## config.mk

```make
export PLATFORM = sky130hd
export DESIGN_NAME = cfg_chain_sequencer_flat
export DESIGN_NICKNAME = d
export VERILOG_FILES = /design/src/rtl/cfg_chain_sequencer_if.sv /design/src/rtl/cfg_chain_sequencer.sv /design/src/flat_wrapper.sv
export SDC_FILE = /design/constraint.sdc
export NUM_CORES = 1
export LEC_CHECK = 0
export ABC_AREA = 1
export BUFFER_PORTS_ARGS = -buffer_cell sky130_fd_sc_hd__buf_4
export CAP_MARGIN = 20
export CORE_MARGIN = 1
export CORE_UTILIZATION = 51
export CTS_BUF_LIST = sky130_fd_sc_hd__clkbuf_16
export CTS_CLUSTER_SIZE = 16
export DETAILED_ROUTE_END_ITERATION = 8
export PLACE_DENSITY = 0.76
export SYNTH_ARGS = -nofsm -noshare
export SYNTH_HDL_FRONTEND = slang
export SYNTH_SLANG_ARGS = --single-unit
```

## constraint.sdc

```tcl
create_clock -name clk -period 1.55 [get_ports clk]
set_input_delay 0.0775 -clock clk [delete_from_list [all_inputs] [get_ports clk]]
set_output_delay 0.0775 -clock clk [all_outputs]
set_load 0.05 [all_outputs]
```

## src/rtl/cfg_chain_sequencer_if.sv

```systemverilog
// cfg_chain_sequencer_if
// Bundles the control and status signals of the config-chain sequencer.
//   master : the controlling side; drives prgm_b / start and observes status
//   slave  : the sequencer itself
// Signals:
//   prgm_b    active-low program-mode enable
//   start     request to begin a programming sequence
//   blk_en    one-hot shift enable, bit i enables block i
//   blk_done  sticky per-block completion flags
//   bit_cnt   current bit index inside the active block
//   busy      high while shifting or in the inter-block gap
//   done      high once every block has been programmed
//   abort_err sticky abort flag (only when CFG_SEQ_ABORT_EN is defined)
interface cfg_chain_sequencer_if #(
   parameter int NUM_BLOCKS = 4,
   parameter int CNT_W      = 5
);
   logic                  prgm_b;
   logic                  start;
   logic [NUM_BLOCKS-1:0] blk_en;
   logic [NUM_BLOCKS-1:0] blk_done;
   logic [CNT_W-1:0]      bit_cnt;
   logic                  busy;
   logic                  done;
`ifdef CFG_SEQ_ABORT_EN
   logic                  abort_err;
`endif

   modport master (
      output prgm_b, start,
`ifdef CFG_SEQ_ABORT_EN
      input  abort_err,
`endif
      input  blk_en, blk_done, bit_cnt, busy, done
   );

   modport slave (
      input  prgm_b, start,
`ifdef CFG_SEQ_ABORT_EN
      output abort_err,
`endif
      output blk_en, blk_done, bit_cnt, busy, done
   );
endinterface

```

## src/rtl/cfg_chain_sequencer.sv

```systemverilog
// cfg_chain_sequencer
// Walks NUM_BLOCKS daisy-chained config blocks in order, asserting each
// block's shift enable for CHAIN_LEN cycles with a one-cycle gap between
// blocks. All outputs come straight from flops.
// Ports:
//   clk    rising-edge clock
//   reset  asynchronous, active-high reset
//   bus    cfg_chain_sequencer_if.slave (prgm_b, start in; status out)
// Optional build macro:
//   CFG_SEQ_ABORT_EN  prgm_b=1 during SHIFT/GAP aborts to IDLE and sets
//                     the sticky abort_err flag.
//
// state | meaning
// ------+--------------------------------------------------------------
// IDLE  | waiting for start with prgm_b=0
// SHIFT | blk_en[idx] high, bit_cnt counting 0..CHAIN_LEN-1
// GAP   | one dead cycle between blocks, blk_en=0
// DONE  | all blocks programmed; leaves on prgm_b=1
module cfg_chain_sequencer #(
   parameter int CHAIN_LEN  = 26,
   parameter int NUM_BLOCKS = 4,
   parameter int CNT_W      = 5
) (
   input logic                   clk,
   input logic                   reset,
   cfg_chain_sequencer_if.slave  bus
);
   localparam int IDX_W = (NUM_BLOCKS > 1) ? $clog2(NUM_BLOCKS) : 1;

   typedef enum logic [1:0] {
      S_IDLE,
      S_SHIFT,
      S_GAP,
      S_DONE
   } state_t;

   state_t                state_q;
   logic [IDX_W-1:0]      idx_q;
   logic [CNT_W-1:0]      bit_cnt_q;
   logic [NUM_BLOCKS-1:0] blk_en_q;
   logic [NUM_BLOCKS-1:0] blk_done_q;
   logic                  busy_q;
   logic                  done_q;
`ifdef CFG_SEQ_ABORT_EN
   logic                  abort_err_q;
`endif

   logic                  last_bit;
   logic                  last_blk;
   logic [IDX_W-1:0]      idx_d;

   assign last_bit = (bit_cnt_q == CNT_W'(CHAIN_LEN - 1));
   assign last_blk = (idx_q == IDX_W'(NUM_BLOCKS - 1));
   assign idx_d    = idx_q + IDX_W'(1);

   always_ff @(posedge clk or posedge reset) begin
      if (reset) begin
         state_q     <= S_IDLE;
         idx_q       <= '0;
         bit_cnt_q   <= '0;
         blk_en_q    <= '0;
         blk_done_q  <= '0;
         busy_q      <= 1'b0;
         done_q      <= 1'b0;
`ifdef CFG_SEQ_ABORT_EN
         abort_err_q <= 1'b0;
`endif
      end else begin
         case (state_q)
            S_IDLE: begin
               if (bus.start && !bus.prgm_b) begin
                  state_q     <= S_SHIFT;
                  idx_q       <= '0;
                  bit_cnt_q   <= '0;
                  blk_done_q  <= '0;
                  blk_en_q    <= NUM_BLOCKS'(1);
                  busy_q      <= 1'b1;
`ifdef CFG_SEQ_ABORT_EN
                  abort_err_q <= 1'b0;
`endif
               end
            end
            S_SHIFT: begin
`ifdef CFG_SEQ_ABORT_EN
               if (bus.prgm_b) begin
                  state_q     <= S_IDLE;
                  blk_en_q    <= '0;
                  bit_cnt_q   <= '0;
                  busy_q      <= 1'b0;
                  abort_err_q <= 1'b1;
               end else
`endif
               if (last_bit) begin
                  blk_done_q <= blk_done_q | (NUM_BLOCKS'(1) << idx_q);
                  bit_cnt_q  <= '0;
                  blk_en_q   <= '0;
                  if (last_blk) begin
                     state_q <= S_DONE;
                     busy_q  <= 1'b0;
                     done_q  <= 1'b1;
                  end else begin
                     state_q <= S_GAP;
                  end
               end else begin
                  bit_cnt_q <= bit_cnt_q + CNT_W'(1);
               end
            end
            S_GAP: begin
`ifdef CFG_SEQ_ABORT_EN
               if (bus.prgm_b) begin
                  state_q     <= S_IDLE;
                  blk_en_q    <= '0;
                  bit_cnt_q   <= '0;
                  busy_q      <= 1'b0;
                  abort_err_q <= 1'b1;
               end else
`endif
               begin
                  state_q  <= S_SHIFT;
                  idx_q    <= idx_d;
                  blk_en_q <= NUM_BLOCKS'(1) << idx_d;
               end
            end
            S_DONE: begin
               // blk_done is deliberately kept so software can read it later
               if (bus.prgm_b) begin
                  state_q <= S_IDLE;
                  done_q  <= 1'b0;
               end
            end
            default: state_q <= S_IDLE;
         endcase
      end
   end

   assign bus.blk_en    = blk_en_q;
   assign bus.blk_done  = blk_done_q;
   assign bus.bit_cnt   = bit_cnt_q;
   assign bus.busy      = busy_q;
   assign bus.done      = done_q;
`ifdef CFG_SEQ_ABORT_EN
   assign bus.abort_err = abort_err_q;
`endif
endmodule

```

## src/flat_wrapper.sv

```systemverilog
// flat-port wrapper written by rule: the top's interface ports become plain ports
module cfg_chain_sequencer_flat 
#(
   parameter int CHAIN_LEN  = 26,
   parameter int NUM_BLOCKS = 4,
   parameter int CNT_W      = 5
)
  (clk, reset, bus_prgm_b, bus_start, bus_blk_en, bus_blk_done, bus_bit_cnt, bus_busy, bus_done);
  cfg_chain_sequencer_if #(.NUM_BLOCKS(NUM_BLOCKS), .CNT_W(CNT_W)) bus_i ();
  input logic clk;
  input logic reset;
  input wire logic [$bits(bus_i.prgm_b)-1:0] bus_prgm_b;
  input wire logic [$bits(bus_i.start)-1:0] bus_start;
  output wire logic [$bits(bus_i.blk_en)-1:0] bus_blk_en;
  output wire logic [$bits(bus_i.blk_done)-1:0] bus_blk_done;
  output wire logic [$bits(bus_i.bit_cnt)-1:0] bus_bit_cnt;
  output wire logic [$bits(bus_i.busy)-1:0] bus_busy;
  output wire logic [$bits(bus_i.done)-1:0] bus_done;
  assign bus_i.prgm_b = bus_prgm_b;
  assign bus_i.start = bus_start;
  assign bus_blk_en = bus_i.blk_en;
  assign bus_blk_done = bus_i.blk_done;
  assign bus_bit_cnt = bus_i.bit_cnt;
  assign bus_busy = bus_i.busy;
  assign bus_done = bus_i.done;
  cfg_chain_sequencer #(.CHAIN_LEN(CHAIN_LEN), .NUM_BLOCKS(NUM_BLOCKS), .CNT_W(CNT_W)) u_core (.clk(clk), .reset(reset), .bus(bus_i));
endmodule
```

==> results of run 1 <==
## report_power, final
| group | internal [mW] | switching [mW] |
|---|---|---|
| registers | 0.685 | 0.180 |
| clock network | 0.343 | 0.187 |
| logic | 0.582 | 1.25 |
## worst paths after layout
| check | startpoint | end | slack, ns |
|---|---|---|---|
| min in group asynchronous | reset | u_core.bus.blk_done[0] | 0.51 |
| worst min-delay path | bus_start | u_core.bus.busy | 0.14 |
| max in group asynchronous | reset | u_core.bus.bit_cnt[0] | 0.52 |
| worst min register to register | u_core.bus.blk_en[3] | u_core.bus.blk_en[3] | 0.47 |
| worst max-delay path | u_core.state_q[0] | u_core.bus.blk_en[1] | 0.16 |
| worst max register to register | u_core.state_q[0] | u_core.bus.blk_en[1] | 0.16 |
## layer usage
metal	wire (microns)	part of all wire (%)
met2	1140	48
met1	1110	47
met5	0	0
met4	38	1.6
met3	78	3.3
## final cells by class
class / count / area share, %
multi-input cells: 103 / 43.1
flip-flops and latches: 19 / 33.2
repair buffers: 21 / 11.1
clock buffers: 3 / 5.21
inverters: 18 / 4.69
well taps: 28 / 2.43
clock inverters: 1 / 0.261
## timing repair
action / CTS / global route
hold endpoints to repair: 19 / 0
resized for setup: 0 / 3
buffers inserted: 0 / 1
hold buffers: 1 / 0
endpoints found under the setup margin: 0 / 11
## critical path, cell delays in order, from the launching register on
cell and delay [ns]:
dfrtp_1 0.43, ha_1 0.26, buf_4 0.19, nand2_4 0.16, nand3_2 0.12, nand2_1 0.08, nand2_1 0.04
## cell usage after synthesis
cell type and n:
nand2_1 40, nand3_2 1, inv_1 16, xor2_1 1
nand3_1 9, nor2_1 5, inv_2 2, o22ai_1 1
dfrtp_1 19, buf_4 1, nor2_2 1, o21ai_1 5
nand2_2 1, or2_1 1, o21ai_0 10, nand2_4 3
nand4_1 9, ha_1 14, buf_8 1, a21oi_1 1
buf_2 1, o21bai_1 1
## registers in the layout, summed over array words and instances, names as in the netlist
name and count:
u_core.bus.done 1, u_core.bus.blk_en 4, u_core.idx_q 2, u_core.state_q 2, u_core.bus.blk_done 4, u_core.bus.busy 1, u_core.bus.bit_cnt 5
## logic make-up (layout without fill, tap and decap cells)
family | Yosys count | count (layout) | synth area share [%]
fa+ha+maj | 14 | 14 | 14.8
compound gates | 18 | 18 | 7.94
flops | 19 | 19 | 40.3
xor+xnor | 1 | 1 | 0.742
simple gates | 70 | 70 | 28.2
buf+inv | 21 | 43 | 8.05
==> results.ini, run 1 <==
[global_route]
antenna_found_initial=0
busiest_layer=met2
met2_usage_pct=35.3
first_global_vias=935
overflow=0
grt_max_degree=20
grt_pass1_wl_microns=3950
use_met1_pct=24.7
gr-usage-all-layers_pct=20.5
met3_usage_pct=3.09

[finish]
drive_above_1_share_pct=21.8
fillers=178
final_cell_mix=nand2_1 (39), buf_4 (20), inv_1 (17), dfrtp_1 (17), ha_1 (13)
diodes=0
final_common_cell=nand2_1
syn2layout_area_growth_pct=21.9
stdcell_area_sq_um=1440
fin_util_pct=65.7
finalNonFillerCells=193
multi_input_area_sq_um=621
nets=184
seq_area_sq_um=478

[timing]
rsz0062_at_grt=no
whs_ns=0.136
drv_slew=0
slew_headroom_pct=50.9
fmax_ghz=0.721
layout_setup_ws_ns=0.162
post-route-min-period_ns=1.39
worstMarginPinSlew_ns=0.736
finalHoldViolCount=0
final.setup.tns_ns=0
fin_skew_ns=0.00212
fin_crit_sh_pct=89.5
setup_viol=0

[logic_synthesis]
ys_ff_latch=19
post-synth-top-area-cell=dfrtp_1
syn_inst=143
synth.distinct_cells=22
synth_area_sq_um=1180
syn-num-nets=161
seq_area_frac_synth_pct=40.3
synth_top_area_share_pct=40.3
yosys_warnings=0
avgSynthCellArea_sq_um=8.26
synth_top_cells_by_area=dfrtp_1 (40%), ha_1 (15%), nand2_1 (13%)

[run_status]
status=complete, no violations

[route]
drc=0
antenna_left=0
drt_iter0_drc=22
wl_per_cell_microns=12.3
via_per_inst=5.16
dr_total_vias=995
firstDrtPassIters=4
routed_wl_microns=2370

[floorplan]
dieHeight_microns=50.1
ioPinCount=19
coreArea_sq_um=2190
die_x_microns=50.1
rows=17
initial_utilization_pct=53.9
dieArea_sq_um=2510

[clocking]
cts_tree=done
cts_buffers=3
cts_buffer_depth=2
clkTransAtPathRegs_ns=0.06
ctsRootBufferMaster=clkbuf_16
clkSinkCount=19
clk_latency_ns=0.25
htreeDepth=1

[placement]
place.gp.congestion=0.860
dp_cells=187
io_buffers=18
place_area_sq_um=1330
dpl.hpwl_microns=1700
place_worst_setup_slack_ns=0.0138

[worst_setup_path]
crit_path_end_kind=register
arrival_ns=1.53
critPathMaxFanout=12
ff2ff_path_depth=6
worstSetupPathType=register to register
startpoint_type=register
worstPathRequired_ns=1.69

[power]
p_leak_nw=0.751
power_density_nw_per_um2=2240
total_power_mw=3.23
ir_worst_vdd_mv=1.08

[min_path]
hold_path_class=input port to register
hold_depth=3

[job]
maxCapViolations=0

No activity file was read; power rests on OpenSTA's default activity.
==> run 2, diff against run 1 <==
--- a/config.mk
+++ b/config.mk
@@ -13,6 +13,7 @@
 export CTS_BUF_LIST = sky130_fd_sc_hd__clkbuf_16
 export CTS_CLUSTER_SIZE = 16
 export DETAILED_ROUTE_END_ITERATION = 8
+export MAX_ROUTING_LAYER = met4
 export PLACE_DENSITY = 0.76
 export SYNTH_ARGS = -nofsm -noshare
 export SYNTH_HDL_FRONTEND = slang
==> run 2 against run 1 <==
Effect of this change: register-to-register slack about the same; via count up 0.80%; critical endpoint unchanged; critical path type unchanged; clock power about the same.
==> results.ini, run 2 (synthesis results as in run 1) <==
[run_status]
status=complete, no violations

[timing]
final.setup.tns_ns=0
worstMarginPinSlew_ns=0.731
setup_viol=0
fin_crit_sh_pct=89.2
rsz0062_at_grt=no
fin_skew_ns=0.00204
slew_headroom_pct=51.2
finalHoldViolCount=0
post-route-min-period_ns=1.38
drv_slew=0
fmax_ghz=0.723

[global_route]
antenna_found_initial=0
grt_pass1_wl_microns=3960
first_global_vias=934
use_met1_pct=25.0
grt_max_degree=20
gr-usage-all-layers_pct=21.1
overflow=0
busiest_layer=met2
met3_usage_pct=3.09
met2_usage_pct=35.1

[min_path]
hold_path_class=input port to register

[power]
ir_worst_vdd_mv=1.09
p_leak_nw=0.751
power_density_nw_per_um2=2240

[floorplan]
die_x_microns=50.1
coreArea_sq_um=2190
initial_utilization_pct=53.9
dieHeight_microns=50.1
ioPinCount=19
rows=17
dieArea_sq_um=2510

[worst_setup_path]
crit_path_end_kind=register
worstSetupPathType=register to register
startpoint_type=register
critPathMaxFanout=12
arrival_ns=1.52
worstPathRequired_ns=1.69
reg2reg_slack_ns=0.17

[finish]
syn2layout_area_growth_pct=21.9
final_cell_mix=nand2_1 (39), buf_4 (20), inv_1 (17), dfrtp_1 (17), ha_1 (13)
largest_reg_flops=5
final_common_cell=nand2_1
diodes=0
nets=184
stdcell_area_sq_um=1440
drive_above_1_share_pct=21.8

[route]
firstDrtPassIters=4
drt_iter0_drc=23
via_per_inst=5.20
routed_wl_microns=2380
dr_total_vias=1003
wl_per_cell_microns=12.3
antenna_left=0
drc=0

[placement]
io_buffers=18
place.gp.congestion=0.874
dpl.hpwl_microns=1700
place_area_sq_um=1330

[clocking]
cts_tree=done
clkSinkCount=19
clkTransAtPathRegs_ns=0.05
htreeDepth=1
ctsRootBufferMaster=clkbuf_16
cts_buffers=3
cts_buffer_depth=2
clk_latency_ns=0.25

[job]
maxCapViolations=0

## run 2: worst paths after layout
kind | start | to | cells after the start
worst max-delay path | u_core.state_q[0] | u_core.bus.blk_en[1] | 6
worst min-delay path | bus_start | u_core.bus.busy | 3
worst max register to register | u_core.state_q[0] | u_core.bus.blk_en[1] | 6
worst min register to register | u_core.bus.blk_en[3] | u_core.bus.blk_en[3] | 2
max in group asynchronous | reset | u_core.bus.bit_cnt[0] | 3
min in group asynchronous | reset | u_core.bus.blk_done[0] | 3
## run 2: per-stage QoR
step | util, % | power (mW) | instances | hold WS [ns] | setup WS [ns]
floorplan | - | 2.23 | 143 | 0.0285 | 0.125
global placement | 60.9 | 2.59 | 187 | 0.229 | 0.0916
detailed placement | 60.9 | 2.65 | 187 | 0.252 | 0.0138
CTS | 64.9 | 3.19 | 192 | 0.134 | 0.00692
global route | 65.7 | 3.45 | 193 | 0.161 | 0.0583
finish | 65.7 | 3.23 | 193 | 0.140 | 0.167
## run 2: per-layer routing
| metal | share of wire (%) | up-vias | wire [microns] |
|---|---|---|---|
| met1 | 45 | 461 | 1080 |
| met4 | 1.8 | 0 | 42 |
| met3 | 5.0 | 6 | 118 |
| li1 | - | 506 | - |
| met2 | 48 | 30 | 1140 |
| met5 | 0 | - | 0 |
## run 2: timing repair
item,4_1_cts,5_1_grt
setup endpoints to repair,0,11
hold endpoints to repair,19,0
buffers inserted,0,1
hold buffers,1,0
gates resized for setup,0,3
## run 2: critical path: stages (launching register included)
cell and delay, ns:
dfrtp_1 0.43, ha_1 0.26, buf_4 0.19, nand2_4 0.15
nand3_2 0.12, nand2_1 0.08, nand2_1 0.04
## run 2: power breakdown
part	leakage (nW)	internal (mW)	switching (mW)	total, mW
combinational	0.461	0.582	1.25	1.83
sequential	0.248	0.684	0.183	0.867
clock	0.0423	0.343	0.188	0.531
## run 2: area by class of cell
class / count / area [sq um]
Fill cell: 178 / 751
Multi-Input combinational cell: 103 / 621
Sequential cell: 19 / 478
Timing Repair Buffer: 21 / 160
Clock buffer: 3 / 75.1
Inverter: 18 / 67.6
Tap cell: 28 / 35.0
Clock inverter: 1 / 3.75
